===== src/rtl/ecall_run_ctrl.sv =====
// ecall_run_ctrl: run controller for the single-cycle RISC-V core.
// It gates commit (cpu_en) around ecall I/O traps and debounces the
// continue button. It also issues the one-cycle strobes that latch switch
// input into a0 (io_in_we) or show a0 on the display (io_out_en).
//
// Optional feature macro: SINGLE_STEP_EN. When defined it adds the step_mode
// input, and RUN then commits one non-ecall instruction per debounced press.
module ecall_run_ctrl #(
  parameter int DEBOUNCE_CYCLES = 1_000_000,
  parameter int CNT_W           = 20
) (
  input  logic       clock,
  input  logic       reset,
  input  logic       ecall,
  input  logic [1:0] ecall_code,
  input  logic       continue_button,
`ifdef SINGLE_STEP_EN
  input  logic       step_mode,
`endif
  output logic       cpu_en,
  output logic       io_in_we,
  output logic       io_out_en,
  output logic       halted,
  output logic [2:0] state
);

  typedef enum logic [2:0] {
    RUN          = 3'd0,
    WAIT_PRESS   = 3'd1,
    WAIT_RELEASE = 3'd2,
    COMMIT       = 3'd3,
    HALT         = 3'd4
  } state_e;

  localparam logic [1:0] CODE_READ  = 2'd0;
  localparam logic [1:0] CODE_PRINT = 2'd1;
  localparam logic [1:0] CODE_EXIT  = 2'd2;

  // Last counter value before the debounced level flips.
  localparam logic [CNT_W-1:0] DB_LAST = CNT_W'(DEBOUNCE_CYCLES - 1);

  // ---------------------------------------------------------------------
  // Button synchronizer and debouncer
  // ---------------------------------------------------------------------
  logic [1:0]       sync_q;
  logic             btn_s;
  logic [CNT_W-1:0] cnt_q, cnt_d;
  logic             btn_db_q, btn_db_d;
  logic             btn_db_prev_q;
  logic             press;

  assign btn_s = sync_q[1];

  // Two-flop synchronizer for the raw asynchronous button.
  always_ff @(posedge clock or posedge reset) begin
    if (reset) sync_q <= 2'b00;
    else       sync_q <= {sync_q[0], continue_button};
  end

  // The level flips only after DEBOUNCE_CYCLES consecutive disagreeing samples.
  always_comb begin
    cnt_d    = cnt_q;
    btn_db_d = btn_db_q;
    if (btn_s == btn_db_q) begin
      cnt_d = '0;
    end else if (cnt_q == DB_LAST) begin
      btn_db_d = ~btn_db_q;
      cnt_d    = '0;
    end else begin
      cnt_d = cnt_q + 1'b1;
    end
  end

  // Debounce state registers; the previous level is kept for edge detection.
  always_ff @(posedge clock or posedge reset) begin
    if (reset) begin
      cnt_q         <= '0;
      btn_db_q      <= 1'b0;
      btn_db_prev_q <= 1'b0;
    end else begin
      cnt_q         <= cnt_d;
      btn_db_q      <= btn_db_d;
      btn_db_prev_q <= btn_db_q;
    end
  end

  // press is high for one cycle, in the first cycle btn_db_q is high.
  assign press = btn_db_q & ~btn_db_prev_q;

  // ---------------------------------------------------------------------
  // Optional single-step gating
  // ---------------------------------------------------------------------
  logic step_ok;

`ifdef SINGLE_STEP_EN
  logic [1:0] step_sync_q;

  // Synchronize the step_mode switch before it gates commit.
  always_ff @(posedge clock or posedge reset) begin
    if (reset) step_sync_q <= 2'b00;
    else       step_sync_q <= {step_sync_q[0], step_mode};
  end

  assign step_ok = ~step_sync_q[1] | press;
`else
  assign step_ok = 1'b1;
`endif

  // ---------------------------------------------------------------------
  // Run FSM
  // ---------------------------------------------------------------------
  state_e     state_q, state_d;
  logic [1:0] code_q, code_d;
  logic       io_out_q, io_out_d;
  logic       cpu_en_c;
  logic       io_in_c;

  // Next state, ecall code latch and combinational commit/strobe outputs.
  always_comb begin
    state_d  = state_q;
    code_d   = code_q;
    io_out_d = 1'b0;
    cpu_en_c = 1'b0;
    io_in_c  = 1'b0;
    case (state_q)
      RUN: begin
        // The ecall is held back here and retires later, in COMMIT.
        cpu_en_c = ~ecall & step_ok;
        if (ecall) begin
          code_d = ecall_code;
          case (ecall_code)
            CODE_READ:  state_d = WAIT_PRESS;
            CODE_PRINT: begin
              state_d  = WAIT_PRESS;
              io_out_d = 1'b1;
            end
            CODE_EXIT:  state_d = HALT;
            default:    state_d = COMMIT;
          endcase
        end
      end
      WAIT_PRESS: begin
        if (press) state_d = WAIT_RELEASE;
      end
      WAIT_RELEASE: begin
        // Wait for release so that one long hold cannot serve two ecalls.
        if (!btn_db_q) state_d = COMMIT;
      end
      COMMIT: begin
        cpu_en_c = 1'b1;
        io_in_c  = (code_q == CODE_READ);
        state_d  = RUN;
      end
      HALT: begin
        state_d = HALT;
      end
      default: state_d = RUN;
    endcase
  end

  // FSM state, latched ecall code and the registered display strobe.
  always_ff @(posedge clock or posedge reset) begin
    if (reset) begin
      state_q  <= RUN;
      code_q   <= 2'b00;
      io_out_q <= 1'b0;
    end else begin
      state_q  <= state_d;
      code_q   <= code_d;
      io_out_q <= io_out_d;
    end
  end

  assign cpu_en    = cpu_en_c;
  assign io_in_we  = io_in_c;
  assign io_out_en = io_out_q;
  assign halted    = (state_q == HALT);
  assign state     = state_q;

endmodule


===== config.mk =====
export PLATFORM = sky130hd
export DESIGN_NAME = ecall_run_ctrl
export DESIGN_NICKNAME = d
export VERILOG_FILES = /design/src/rtl/ecall_run_ctrl.sv
export SDC_FILE = /design/constraint.sdc
export NUM_CORES = 1
export LEC_CHECK = 0
export CAP_MARGIN = 20
export CORE_ASPECT_RATIO = 2
export CORE_MARGIN = 2
export CORE_UTILIZATION = 48
export CTS_CLUSTER_DIAMETER = 60
export DETAILED_ROUTE_END_ITERATION = 6
export DONT_BUFFER_PORTS = 1
export GPL_TIMING_DRIVEN = 0
export SYNTH_ARGS = -nofsm -noshare
export SYNTH_HDL_FRONTEND = slang
export SYNTH_SLANG_ARGS = --single-unit
export TNS_END_PERCENT = 10

===== constraint.sdc =====
create_clock -name clock -period 4.7 [get_ports clock]
set_clock_uncertainty 0.05 [all_clocks]
set_input_delay 0.94 -clock clock [delete_from_list [all_inputs] [get_ports clock]]
set_output_delay 0.94 -clock clock [all_outputs]
set_load 0.005 [all_outputs]

==> run metrics, run 1 <==
Rel. slew slack=0.674; cell family with most CP delay=simple AND/OR/NAND/NOR gates; Most used DFF post-synth=dfrtp_1; Clock Power Share=0.352; Sw Ratio=0.267; critical path class=primary input to output port; setup_tns=0 ns; Setup violations, final=0; worst setup margin=~2.3 ns; Yosys reg bits=30; drt wl/cell=16.0 um; R2R cell count=5; via count=1080; pin count of the biggest net entering global routing=24; vias in the first global route=between 1000 and 1500; layout cell share with drive strength beyond 1=0.0987; sequential share of power=0.525; Synth cell types=35; pre-CTS WS=2.30 ns; H-tree Lvls=2; clk buf depth=2; # IOs=13; Worst Hold Endpoint=sync_q[1]$_DFF_PP0_; crit end category=output port; Period minus WS final=2.41 ns; Die Height=between 80 and 90 um; IR drop worst, VDD=0.231 mV; area of the multi-input gates=672 um^2; Critical Path AT=1.42 ns; clk slew on worst S/H paths=approximately 0.06 ns; internal cell power=0.000421 W; Avg Cell Area, Syn=10.1 um^2; FF-to-FF setup slack=about 2.7 ns; drt pass-1 iters=4; async set or reset register ratio after synthesis=1.00; All-Layer GR Usage=0.194; Diodes inserted=0; first-pass GRT wire length=5000 um; Setup Fix Bufs, Post-CTS=0; period utilisation layout=0.512; IO Port Bufs=0; sequential area share after synthesis=0.514; Total Wirelength=2920 um; P&R area growth vs syn=10.1%; max-cap viol count=0; Critical Path, Cell by Cell=or3_1 > a21oi_1; starting density of the core=0.497; PD cells=356 nW/um^2; hold_buf cts=0; CTS buffer count=5; DRC Markers=0; Fin. Hold Viols=0; hold path cells=0; crit path buf inv count=0; CP Max Fanout=5; worst slew pin tran=0.489 ns; Reg area=751 um^2; PostCTS Resize Cnt=0; Worst EP required=3.71 ns; Cell Rows=28; reg2reg end=cnt_q[9]$_DFF_PP0_; syn nets=approximately 150; Syn Inst Count=145; Root Driver=clkbuf_8; Min-Delay Path Class=register to register; clk_lat worst skew=0.28 ns; core area=2940 um^2; Achievable Freq=around 420 MHz; initial antenna violation count=0; Slowest Stage Delay on Critical Path=0.29 ns; RSZ-0062 raised after global routing=no; GRT Residual Overflow=0; slowest cell on the critical path=or3_1; initial drt markers=10; P_sw=0.000153 W; GP Congestion=0.829; Worst R2R Start=cnt_q[3]$_DFF_PP0_; Layout fillers=280; Yosys warnings=0; most frequent cells in the layout=dfrtp_1 (30), nor2_1 (22), nand2_1 (13), xnor2_1 (12); post-synth design cell area=about 1500 um^2; status=complete, no violations; hold path start=sync_q[0]$_DFF_PP0_; Post-synth EDFFs=0; die width=43.0 um; Final Net Count=between 150 and 200; placed inst area=1530 um^2; clock sinks=30; Final Instance Area=1610 um^2; number of vias per cell=~5.9; DIE AREA=3530 um^2; Overall Power=around 0.00057 W; most common cell after layout, fill and taps aside=dfrtp_1; final HPWL from detailed placement=about 2100 um; combinational power share=0.123; TritonCTS clock tree=yes; LEAKAGE=0.651 nW; Final ANT Viol Nets=0; CP startpoint kind=primary input; Final Max Slew Viols=0
[area by class of cell]
class                   count  area share
inverters                   6      0.0140
flip-flops and latches     30       0.467
clock buffers               6      0.0513
repair buffers              1      0.0171
well taps                  30      0.0233
plain buffers               2      0.0101
multi-input cells         107       0.418
[synth_stat cells (all sizes together), types with 4 or more instances]
cell type / n / area, um^2
nor4: 7 / 50.1
nor2: 22 / 82.6
dfrtp: 30 / 751
a21oi: 6 / 30.0
nand2: 13 / 48.8
nand4: 6 / 37.5
xor2: 4 / 35.0
inv: 6 / 22.5
xnor2: 12 / 105
nand3: 6 / 35.0
[power groups by stage]
stage	sequential, W	clock [W]	combinational [W]
after detailed placement	0.000307	0	0.0000715
after floorplan	0.000300	0	0.0000561
after CTS	0.000302	0.000206	0.0000719
after global placement	0.000306	0	0.0000670
final	0.000301	0.000202	0.0000703
after global routing	0.000304	0.000215	0.0000818
[how the worst max path moves through the flow]
stage | startpoint | end | slack [ns] | depth (start not counted)
2_1_floorplan | ecall | cpu_en | 2.31 | 2
3_3_place_gp | ecall | cpu_en | 2.29 | 2
5_1_grt | ecall | cpu_en | 2.23 | 2
6_report | ecall | cpu_en | 2.29 | 2
3_5_place_dp | ecall | cpu_en | 2.30 | 2
4_1_cts | ecall | cpu_en | 2.29 | 2
[sequential cells by signal, indices dropped and copies added (netlist names)]
name           cells
btn_db_q           1
io_out_en          1
cnt_q             20
code_q             2
state              3
btn_db_prev_q      1
sync_q             2
[kinds of logic (layout without fill, tap and decap cells)]
kind of cell,count (synthesis),in the layout,synth area share
mux,2,2,0.0146
simple gates,74,74,0.273
compound gates,14,14,0.0676
buf+inv,8,15,0.0265
xor+xnor,16,16,0.0959
fa+ha+maj,1,1,0.00856
flops,30,30,0.514
[through the flow]
stage,utilization,cells,hold slack (ns)
floorplan,-,145,0.281
global placement,0.509,175,0.283
detailed placement,0.519,176,0.296
CTS,0.547,182,0.311
global route,0.547,182,0.312
finish,0.547,182,0.303
[routing by layer]
metal  GRT usage  vias up  part of all wire
li1            -      518                 -
met1       0.160      534              0.36
met2       0.389       20              0.57
met3      0.0484        8             0.038
met4       0.115        0             0.031
met5           0        -                 0
Note: power is estimated with default switching activity, not from simulation.
==> run 2: changes to the inputs <==
Settings changed: PLACE_DENSITY from default to 0.65.
Clock period 4.7 ns to 2 ns, I/O delays scaled along.
==> run metrics, run 2 (same netlist as run 1, synthesis figures left out) <==
IR drop worst, VDD=0.545 mV (+140%); start point of the critical path=cnt_q[0]$_DFF_PP0_; Achievable Freq=529 MHz; period utilisation layout=0.945; TritonCTS clock tree=yes; layout cell share with drive strength beyond 1=0.134 (+0.0351); hold path start=continue_button; CTS buffer count=5 (unchanged); Final Max Slew Viols=0 (unchanged); vias in the first global route=1135 (-4.2%); Root Driver=clkbuf_8; All-Layer GR Usage=0.182 (-0.0118); clk buf depth=2 (unchanged); R2R cell count=5 (unchanged); critical path class=register to register; crit end category=register; CP startpoint kind=register; FF-to-FF setup slack=0.11 ns (-2.56 ns); first-pass GRT wire length=4720 um (-5.5%); drt wl/cell=15.5 um (-3.4%); Critical Path AT=2.01 ns (+0.59 ns); max-cap viol count=0 (unchanged); Rel. slew slack=0.726 (+0.0515); clock sinks=30 (unchanged); pin count of the biggest net entering global routing=31 (+29%); Worst R2R Start=cnt_q[0]$_DFF_PP0_; Die Height=82.0 um (unchanged); hold path cells=0 (unchanged); DIE AREA=3530 um^2 (unchanged); reg2reg end=btn_db_q$_DFFE_PP0P_; Setup violations, final=0 (unchanged); P&R area growth vs syn=14.0%; placed inst area=1500 um^2 (-1.8%); final HPWL from detailed placement=2100 um (-1.9%); most frequent cells in the layout=dfrtp_1 (30), nor2_1 (22), nand2_1 (13), xnor2_1 (12); Final Net Count=165 (+3.1%); Cell Rows=28 (unchanged); GP Congestion=0.799 (-3.7%); Final Instance Area=1670 um^2 (+3.6%); Worst Hold Endpoint=sync_q[0]$_DFF_PP0_; via count=1107 (+2.5%); Min-Delay Path Class=primary input to register; max reg flops=20 (unchanged); PD cells=807 nW/um^2 (+130%); starting density of the core=0.497 (unchanged); Total Wirelength=2890 um (-0.79%); status=complete, no violations; Period minus WS final=1.89 ns; Diodes inserted=0 (unchanged); most common cell after layout, fill and taps aside=dfrtp_1; Final ANT Viol Nets=0 (unchanged); Largest Register=cnt_q; number of vias per cell=5.92 (-0.24%); # IOs=13 (unchanged); WHS=0.0999 ns (-0.203 ns); initial drt markers=22 (+12); DRC Markers=0 (unchanged); RSZ-0062 raised after global routing=yes; core area=2940 um^2 (unchanged); H-tree Lvls=2 (unchanged); Worst EP required=2.11 ns (-1.60 ns); initial antenna violation count=0 (unchanged); die width=43.0 um (unchanged); drt pass-1 iters=5 (+1); GRT Residual Overflow=0 (unchanged); clk_lat worst skew=0.28 ns (about the same); IO Port Bufs=0 (unchanged); clk slew on worst S/H paths=0.06 ns (about the same); worst slew pin tran=0.406 ns (-0.0829 ns); LEAKAGE=0.693 nW (+6.3%); Fin. Hold Viols=0 (unchanged); CP Max Fanout=4 (-1)
## run 2: cell count changes in the layout (fill, tap and decap cells not counted)
cell	change
buf_4	+4
dlygate4sd3_1	+1
nand3_1	-1
nand3_2	+1
nor4_2	-1
nor4_4	+1
or4b_1	-1
or4b_4	+1
## run 2: metrics by stage
| stage | total power, W | setup WS (ns) | std cells | util | TNS (ns) |
|---|---|---|---|---|---|
| after floorplan | 0.000837 | 0.242 | 145 | - | 0 |
| after global placement | 0.000873 | -0.0104 | 175 | 0.509 | -0.0776 |
| after detailed placement | 0.000879 | -0.0518 | 175 | 0.509 | -0.462 |
| after CTS | 0.00136 | 0.0358 | 184 | 0.545 | 0 |
| after global routing | 0.00141 | -0.00552 | 187 | 0.566 | -0.00552 |
| final | 0.00134 | 0.109 | 187 | 0.566 | 0 |
## run 2: area by class of cell
cell class	count	area, um^2
flip-flops and latches	30	751
clock buffers	6	82.6
fillers	253	1280
inverters	6	22.5
plain buffers	2	16.3
multi-input cells	107	689
repair buffers	6	67.6
well taps	30	37.5
## run 2: worst max-delay path, stage by stage (launching register included)
cell	delay, ns
dfrtp_1	0.38
ha_1	0.25
nand2_1	0.07
or2_2	0.35
nor3_1	0.30
mux2_2	0.37
## run 2: worst max path at each step
stage / slack [ns] / end / cells after the start
detailed placement: -0.05 / cnt_q[14]$_DFF_PP0_ / 5
finish: 0.11 / btn_db_q$_DFFE_PP0P_ / 5
global route: -0.006 / btn_db_q$_DFFE_PP0P_ / 5
CTS: 0.04 / cnt_q[18]$_DFF_PP0_ / 5
floorplan: 0.24 / cnt_q[13]$_DFF_PP0_ / 6
global placement: -0.01 / cnt_q[13]$_DFF_PP0_ / 5
## run 2: where the power goes
| group | total (W) | internal (W) | switching [W] |
|---|---|---|---|
| registers | 0.000708 | 0.000654 | 0.0000533 |
| clock network | 0.000467 | 0.000264 | 0.000203 |
| logic | 0.000170 | 0.0000746 | 0.0000953 |
| total | 0.00134 | 0.000993 | 0.000352 |
## run 2: timing repair
item | 4_1_cts | 5_1_grt
pin swaps | 1 | 2
setup endpoints to repair | 10 | 3
endpoints found under the hold margin | 0 | 5
hold buffers | 0 | 1
setup buffers | 3 | 1
gates resized for setup | 0 | 3
## run 2: per-layer routing
metal,share of wire,up-vias,track usage
met4,0.028,0,0.106
met2,0.58,29,0.358
li1,-,531,-
met3,0.036,8,0.0418
met5,0,-,0
met1,0.36,539,0.161
